**src/rtl/alu_wb_stage.sv**
```systemverilog
// Execute/writeback stage for the 4-entry regfile: operand read, ALU or shift-add multiply, one-cycle write strobe.
// Define ALU_MUL_EN to build op 110 as the 32-iteration multiply; otherwise op 110 retires as a NOP.
module alu_wb_stage #(
   parameter int DATA_W = 32,
   parameter int REG_AW = 2
) (
   input  logic              clk,
   input  logic              reset,
   input  logic              issue_valid,
   output logic              issue_ready,
   input  logic [2:0]        op,
   input  logic [REG_AW-1:0] rs1,
   input  logic [REG_AW-1:0] rs2,
   input  logic [REG_AW-1:0] rd,
   output logic [REG_AW-1:0] ReadReg1,
   output logic [REG_AW-1:0] ReadReg2,
   input  logic [DATA_W-1:0] ReadData1,
   input  logic [DATA_W-1:0] ReadData2,
   output logic [DATA_W-1:0] WriteData,
   output logic [REG_AW-1:0] WriteReg,
   output logic              RegWrite,
   output logic              busy,
   output logic              zero
);
   localparam int SH_W = $clog2(DATA_W);
   localparam logic [2:0] OP_ADD = 3'b000;
   localparam logic [2:0] OP_SUB = 3'b001;
   localparam logic [2:0] OP_AND = 3'b010;
   localparam logic [2:0] OP_OR  = 3'b011;
   localparam logic [2:0] OP_SLT = 3'b100;
   localparam logic [2:0] OP_SLL = 3'b101;
   localparam logic [2:0] OP_MUL = 3'b110;
   localparam logic [2:0] OP_NOP = 3'b111;

`ifdef ALU_MUL_EN
   typedef enum logic [2:0] {IDLE, READ, EXEC, MUL, WB} state_t;
`else
   typedef enum logic [2:0] {IDLE, READ, EXEC, WB} state_t;
`endif

   state_t            state, next_state;
   logic [2:0]        op_q;
   logic [REG_AW-1:0] rd_q;
   logic [DATA_W-1:0] a, b, res;
   logic              wr_en;

`ifdef ALU_MUL_EN
   localparam logic [5:0] LAST = 6'(DATA_W - 1);
   logic [DATA_W-1:0] acc, acc_sum;
   logic [5:0]        cnt;

   assign acc_sum = acc + (b[0] ? a : '0);
   assign wr_en   = (op_q != OP_NOP);
`else
   assign wr_en   = (op_q != OP_NOP) && (op_q != OP_MUL);
`endif

   always_comb begin
      res = '0;
      case (op_q)
         OP_ADD:  res = a + b;
         OP_SUB:  res = a - b;
         OP_AND:  res = a & b;
         OP_OR:   res = a | b;
         OP_SLT:  res[0] = $signed(a) < $signed(b);
         OP_SLL:  res = a << b[SH_W-1:0];
         default: res = '0;
      endcase
   end

   always_ff @(posedge clk or negedge reset) begin
      if (!reset) state <= IDLE;
      else        state <= next_state;
   end

   always_comb begin
      next_state  = state;
      busy        = (state != IDLE);
      issue_ready = (state == IDLE);
      case (state)
         IDLE: if (issue_valid) next_state = READ;
`ifdef ALU_MUL_EN
         READ: next_state = (op_q == OP_MUL) ? MUL : EXEC;
         MUL:  if (cnt == LAST) next_state = WB;
`else
         READ: next_state = EXEC;
`endif
         EXEC: next_state = WB;
         WB:   next_state = IDLE;
         default: next_state = IDLE;
      endcase
   end

   // RegWrite defaults low every cycle so each write is a single-cycle flop pulse
   always_ff @(posedge clk or negedge reset) begin
      if (!reset) begin
         op_q      <= '0;
         rd_q      <= '0;
         ReadReg1  <= '0;
         ReadReg2  <= '0;
         a         <= '0;
         b         <= '0;
         WriteData <= '0;
         WriteReg  <= '0;
         RegWrite  <= 1'b0;
         zero      <= 1'b0;
`ifdef ALU_MUL_EN
         acc       <= '0;
         cnt       <= '0;
`endif
      end else begin
         RegWrite <= 1'b0;
         case (state)
            IDLE: if (issue_valid) begin
               op_q     <= op;
               rd_q     <= rd;
               ReadReg1 <= rs1;
               ReadReg2 <= rs2;
            end
            READ: begin
               a <= ReadData1;
               b <= ReadData2;
`ifdef ALU_MUL_EN
               acc <= '0;
               cnt <= '0;
`endif
            end
            EXEC: if (wr_en) begin
               WriteData <= res;
               WriteReg  <= rd_q;
               RegWrite  <= 1'b1;
               zero      <= (res == '0);
            end
`ifdef ALU_MUL_EN
            MUL: begin
               acc <= acc_sum;
               a   <= a << 1;
               b   <= b >> 1;
               cnt <= cnt + 6'd1;
               if (cnt == LAST) begin
                  WriteData <= acc_sum;
                  WriteReg  <= rd_q;
                  RegWrite  <= 1'b1;
                  zero      <= (acc_sum == '0);
               end
            end
`endif
            default: ;
         endcase
      end
   end
endmodule

```
**config.mk**
```make
export PLATFORM = sky130hd
export DESIGN_NAME = alu_wb_stage
export DESIGN_NICKNAME = d
export VERILOG_FILES = /design/src/rtl/alu_wb_stage.sv
export SDC_FILE = /design/constraint.sdc
export NUM_CORES = 1
export LEC_CHECK = 0
export ABC_AREA = 1
export CAP_MARGIN = 25
export CORE_AREA = 4 4 163 165
export CTS_CLUSTER_SIZE = 40
export DETAILED_ROUTE_END_ITERATION = 10
export DIE_AREA = 0 0 167 169
export PLACE_DENSITY = 0.72
export SYNTH_ARGS = -nofsm -noshare
export SYNTH_HDL_FRONTEND = slang
export SYNTH_SLANG_ARGS = --single-unit
export TNS_END_PERCENT = 10
```
**constraint.sdc**
```tcl
create_clock -name clk -period 6.3 [get_ports clk]
set_input_delay 1.26 -clock clk [delete_from_list [all_inputs] [get_ports clk]]
set_output_delay 1.26 -clock clk [all_outputs]
set_load 0.02 [all_outputs]
```
; Yosys cells after proc, flatten, opt, wreduce, memory -nomap -nowiden
; Index checks and enable logic that the tools add are counted.
[word_totals]
regBits = 112
latchBits = 0
ramBits = 0
romBits = 0
in_bits = 76
out_inout_bits = 42
word_cells = 40
n_memories = 0
[op_classes]
addsub = 2
mul = 0
div_mod_pow = 0
order_cmp = 1
n_eq_ne = 10
shift = 1
muxes = 6
bitwise = 2
reduce_logical = 7
[op_table]
columns = op, n
row1 = 31-bit one-hot mux with 5 select lines, 1
row2 = 32-bit adder, 1
row3 = 32-bit bitwise AND, 1
row4 = 32-bit logical NOT, 1
row5 = 32-bit less-than comparator, 1
row6 = 32-bit bitwise OR, 1
row7 = 32-bit by 5-bit left shift with 32-bit output, 1
row8 = 32-bit subtractor, 1
row9 = "3-bit by 2-bit == test with 1-bit output, second input constant", 3
row10 = 3-bit one-hot mux with 3 select lines, 1
row11 = "3-bit by 1-bit == test with 1-bit output, second input constant", 2
row12 = "3-bit == test, second input constant", 2
row13 = 3-bit logical NOT, 2
row14 = "3-bit inequality test, second input constant", 2
row15 = 1-bit one-hot mux with 6 select lines, 1
row16 = 2-bit AND reduction, 2
row17 = 3-bit 2-to-1 mux, 1
row18 = 3-bit nonzero test, 1
row19 = 1-bit 2-to-1 mux, 2
row20 = "2-bit inequality test, second input constant", 1
row21 = 1-bit logical AND, 1

; Longest topological paths before layout
[depth]
ltp_word = 4
depth_mapped = 22
mapped_depth_nobuf = 20

; Worst setup path after synthesis
; OpenSTA, ideal clock, no wires.
[synth_timing]
path_kind = register to register
startpoint = register b[3]
endpoint = register zero
arrival_time_ns = 2.396
required_ns = 6.234
path_slack_ns = 3.838
stages_incl_launch_ff = 22
n_path_buf = 2
synth_period_minus_slack_ns = 2.462
path_cell_list = dfrtp_1 clkinv_1 buf_1 ha_1 buf_4 nor2_4 nand2_1 inv_1 nand3_1 nand2_1 nand2_1 nand2_1 nand2_1 nand3_1 nand3_1 nor2_1 nand2_1 nor2_1 nand2_1 nor2_1 nand3_1 nand2_1
[synth_via]
elab_chain_cells = 3
[synth_lines]
columns = element, line_no
row1 = "start, declared", 44  ; logic [DATA_W-1:0] a, b, res;
row2 = "start signal, assigned", 122  ; b <= ReadData2;
row3 = 32-bit subtractor (tied with other cells), 62  ; OP_SUB: res = a - b;
row4 = 31-bit one-hot mux with 5 select lines or 1-bit one-hot mux with 6 select lines (tied branches), 60  ; case (op_q)
row5 = 32-bit logical NOT (*), 132  ; zero <= (res == '0);
row6 = "end signal, assigned", 132
row7 = "end, declared", 23  ; output logic zero
; Mark *: on every way between the ends. The rest lies on a longest branch, timed or not.
; A chain may end at the register's enable or synchronous reset.

; Final worst setup path
[layout_timing]
startpoint = register b[2]
endpoint = register zero
; The elaborated chain is that of the path after synthesis.

==> out/qor.yml <==
clock_tree:
  cts_tree: "yes"
  cts-root-buf: "clkbuf_16"
  cts_sinks: 111
  clock_latency_ns: 0.37
  clk_pin_slew_ns: 0.09
  cts_setup_buffers: 0
  ctsHoldBuffers: 0
  clockBufferDepth: 2
  cts_buffers: 9
  cts_max_level: 3
  cts_resized: 0
yosys:
  syn-cell-area_sq_um: 12400
  synth_compound_area_share_pct: 10.7
  synth.most_common_cell: "nand2_1"
  ys_seq_area_share_pct: 22.3
  synthSimpleGateAreaFrac_pct: 42.3
  synth_seq_cells: 111
  synth_top_family_by_area: "simple AND/OR/NAND/NOR gates"
  yosysTopAreaCell: "dfrtp_1"
  synth_top_area_share_pct: 22.3
  synth_common_cells: "633 x nand2_1, 278 x nand3_1, 262 x inv_1, 195 x nor2_1, 111 x dfrtp_1"
  synth_warnings: 0
  syn_inst: 2050
  synth-edff-count: 0
  yosys-mux-area-fraction_pct: 0.634
  avgSynthCellArea_sq_um: 6.07
  synthFlopType: "dfrtp_1"
  syn_nets: 2238
  yosysUniqueCellTypes: 43
  synth-xor-area-share_pct: 0
  async_flop_share_pct: 100
  synth_adder_area_share_pct: 11.4
  synth_area_leaders: "dfrtp_1 22%, nand2_1 19%, nand3_1 11%, ha_1 11%, inv_1 7.9%"
cells_and_area:
  nets: 2290
  area_growth_pct: 11.8
  utilization_pct: 55.5
  drive_gt1_share_pct: 6.50
  antennaDiodeCount: 0
worst_setup_path:
  cpLargestDelayFamily: "simple AND/OR/NAND/NOR gates"
  worst_setup_path_end_kind: "flip-flop"
  start_kind: "flip-flop"
  crit_arrival_ns: 3.84
  worstPathCellList: "buf_4 > inv_2 > ha_1 > inv_2 > nand2_1 > nand3_1 > nand2_1 > nand2_1 > nand2_1 > nand2_1 > nand3_1 > nand3_1 > nor2_1 > nand2_1 > nor2_1 > nand2_1 > nor2_1 > nand3_1 > nand2_1"
  worstPathRequired_ns: 6.60
  critPathMaxStageDelay_ns: 0.62
  critPathMostFrequentCell: "nand2_1"
  criticalPathCategory: "flip-flop to flip-flop"
  worst_path_max_delay_cell: "ha_1"
  crit_fanout: 34
  cp.buffers_inverters: 3
drt:
  drt_wl_total_um: 46700
  dr.pass1.iters: 7
  drt-initial-drc-count: 1737
  vias_per_cell: 5.65
  dr_total_vias: 13774
  wl_per_cell_um: 19.1
  drc: 0
  ant_nets: 0
timing:
  finalHoldWorstSlack_ns: 0.473
  fin_skew_ns: 0.0133
  maxSlewViolCount: 0
  max-slew-margin-rel_pct: 29.1
  final-setup-viol-count: 0
  final_hold_viol_count: 0
  finalSetupTns_ns: 0
  fin_ws_ns: 2.76
  fin_crit_ns: 3.54
  rsz0062_at_grt: "false"
  finalCritPeriodShare_pct: 56.1
  fmax_mhz: 283
  worst_pin_slew_ns: 1.06
floorplanning:
  die_w_um: 167
  rows: 58
  die_h_um: 169
  start_util_pct: 49.7
  dieArea_sq_um: 28200
  pin_count: 118
  core_sq_um: 25000
run_status:
  status: "finished clean"
grt:
  antenna_found_initial: 0
  grt_max_degree: 92
  grt_pass1_wl_um: 71000
  grt_remaining_overflow: 0
  grtUsageTotal_pct: 32.2
  first_global_vias: 12385
min_path:
  min_path_type: "flip-flop to flip-flop"
placed_design:
  gp_congestion: 1.04
  dp_hpwl_um: 37800
  portBuffers: 117
  pre_cts_ws_ns: 2.91
job:
  maxCapViolations: 0
worst reg2reg max path, stage by stage, from the launching register on:
cell     delay, ns
dfrtp_1       0.34
buf_4         0.36
inv_2         0.40
ha_1          0.62
inv_2         0.10
nand2_1       0.14
nand3_1       0.12
nand2_1       0.14
nand2_1       0.09
nand2_1       0.14
nand2_1       0.07
nand3_1       0.08
nand3_1       0.13
nor2_1        0.19
nand2_1       0.08
nor2_1        0.18
nand2_1       0.07
nor2_1        0.10
nand3_1       0.08
nand2_1       0.06
path summary, 6_finish.rpt:
check                         from  slack, ns  depth (start not counted)          end
setup / recovery              b[2]       2.76                         19         zero
hold / removal             rd_q[0]       0.47                          2  WriteReg[0]
setup reg to reg              b[2]       2.76                         19         zero
hold reg to reg            rd_q[0]       0.47                          2  WriteReg[0]
max in group asynchronous    reset       4.17                          2         b[0]
min in group asynchronous    reset       0.97                          1  WriteReg[0]
sequential cells by signal (all words and copies together), names as in the netlist:
register / cells
rd_q: 2
b: 32
WriteReg: 2
WriteData: 32
op_q: 3
RegWrite: 1
ReadReg1: 2
zero: 1
ReadReg2: 2
a: 32
state: 2
cell type report:
cell class              instances  area [sq um]
clock buffers                  10           229
inverters                     280          1050
fillers                      2622         11100
repair buffers                129          1260
well taps                     330           413
flip-flops and latches        111          2780
multi-input cells            1571          8120
clock inverters                 6          51.3
logic make-up (layout without fill, tap and decap cells):
group	after synthesis	count (layout)
mux	7	7
fa+ha+maj	112	112
flops	111	111
simple gates	1212	1212
compound gates	240	240
buf+inv	368	425
layer usage:
layer | track usage, % | vias to the layer above | wire length (um)
li1 | - | 6618 | -
met1 | 47.2 | 6361 | 20900
met2 | 49.9 | 716 | 20000
met3 | 4.25 | 79 | 4370
met4 | 8.82 | 0 | 1330
met5 | 0 | - | 0
cell usage in the layout (no fill, tap or decap), types with 2 or more instances in the layout:
| cell type | synthesis | routed |
|---|---|---|
| nand3b_1 | 2 | 2 |
| nor2_1 | 195 | 195 |
| o21bai_1 | 13 | 13 |
| inv_2 | 16 | 16 |
| o21a_1 | 2 | 2 |
| o21ai_2 | 9 | 10 |
| a31oi_1 | 5 | 5 |
| inv_6 | 0 | 3 |
| and2_1 | 2 | 2 |
| or2_2 | 3 | 3 |
| nor2_4 | 3 | 3 |
| a21oi_1 | 73 | 73 |
| or2_1 | 2 | 2 |
| o22ai_1 | 2 | 2 |
| clkbuf_16 | 0 | 9 |
| ha_1 | 110 | 109 |
| inv_1 | 262 | 262 |
| nand2_1 | 633 | 633 |
| nor3_2 | 8 | 8 |
| buf_4 | 14 | 13 |
| o211ai_1 | 6 | 6 |
| and3_1 | 2 | 2 |
| clkdlybuf4s50_1 | 0 | 116 |
| nor3_1 | 14 | 13 |
| nand3_1 | 278 | 278 |
| clkinv_1 | 2 | 2 |
| dfrtp_1 | 111 | 110 |
| fa_1 | 2 | 2 |
| nor2_2 | 9 | 9 |
| mux2_2 | 7 | 7 |
| nand2_2 | 23 | 23 |
| o21ai_0 | 110 | 110 |
| o21ai_1 | 9 | 8 |
| nand3_2 | 18 | 18 |
| a21oi_2 | 8 | 8 |
| nand4_1 | 19 | 19 |
stage by stage:
step | instance area, sq um | std cells
floorplan | 12400 | 2050
global placement | 13600 | 2421
detailed placement | 13600 | 2421
CTS | 13900 | 2437
global route | 13900 | 2437
finish | 13900 | 2437
Power is not shown: default switching activity piles up to over one toggle a cycle in this logic, so the estimate is an artifact.
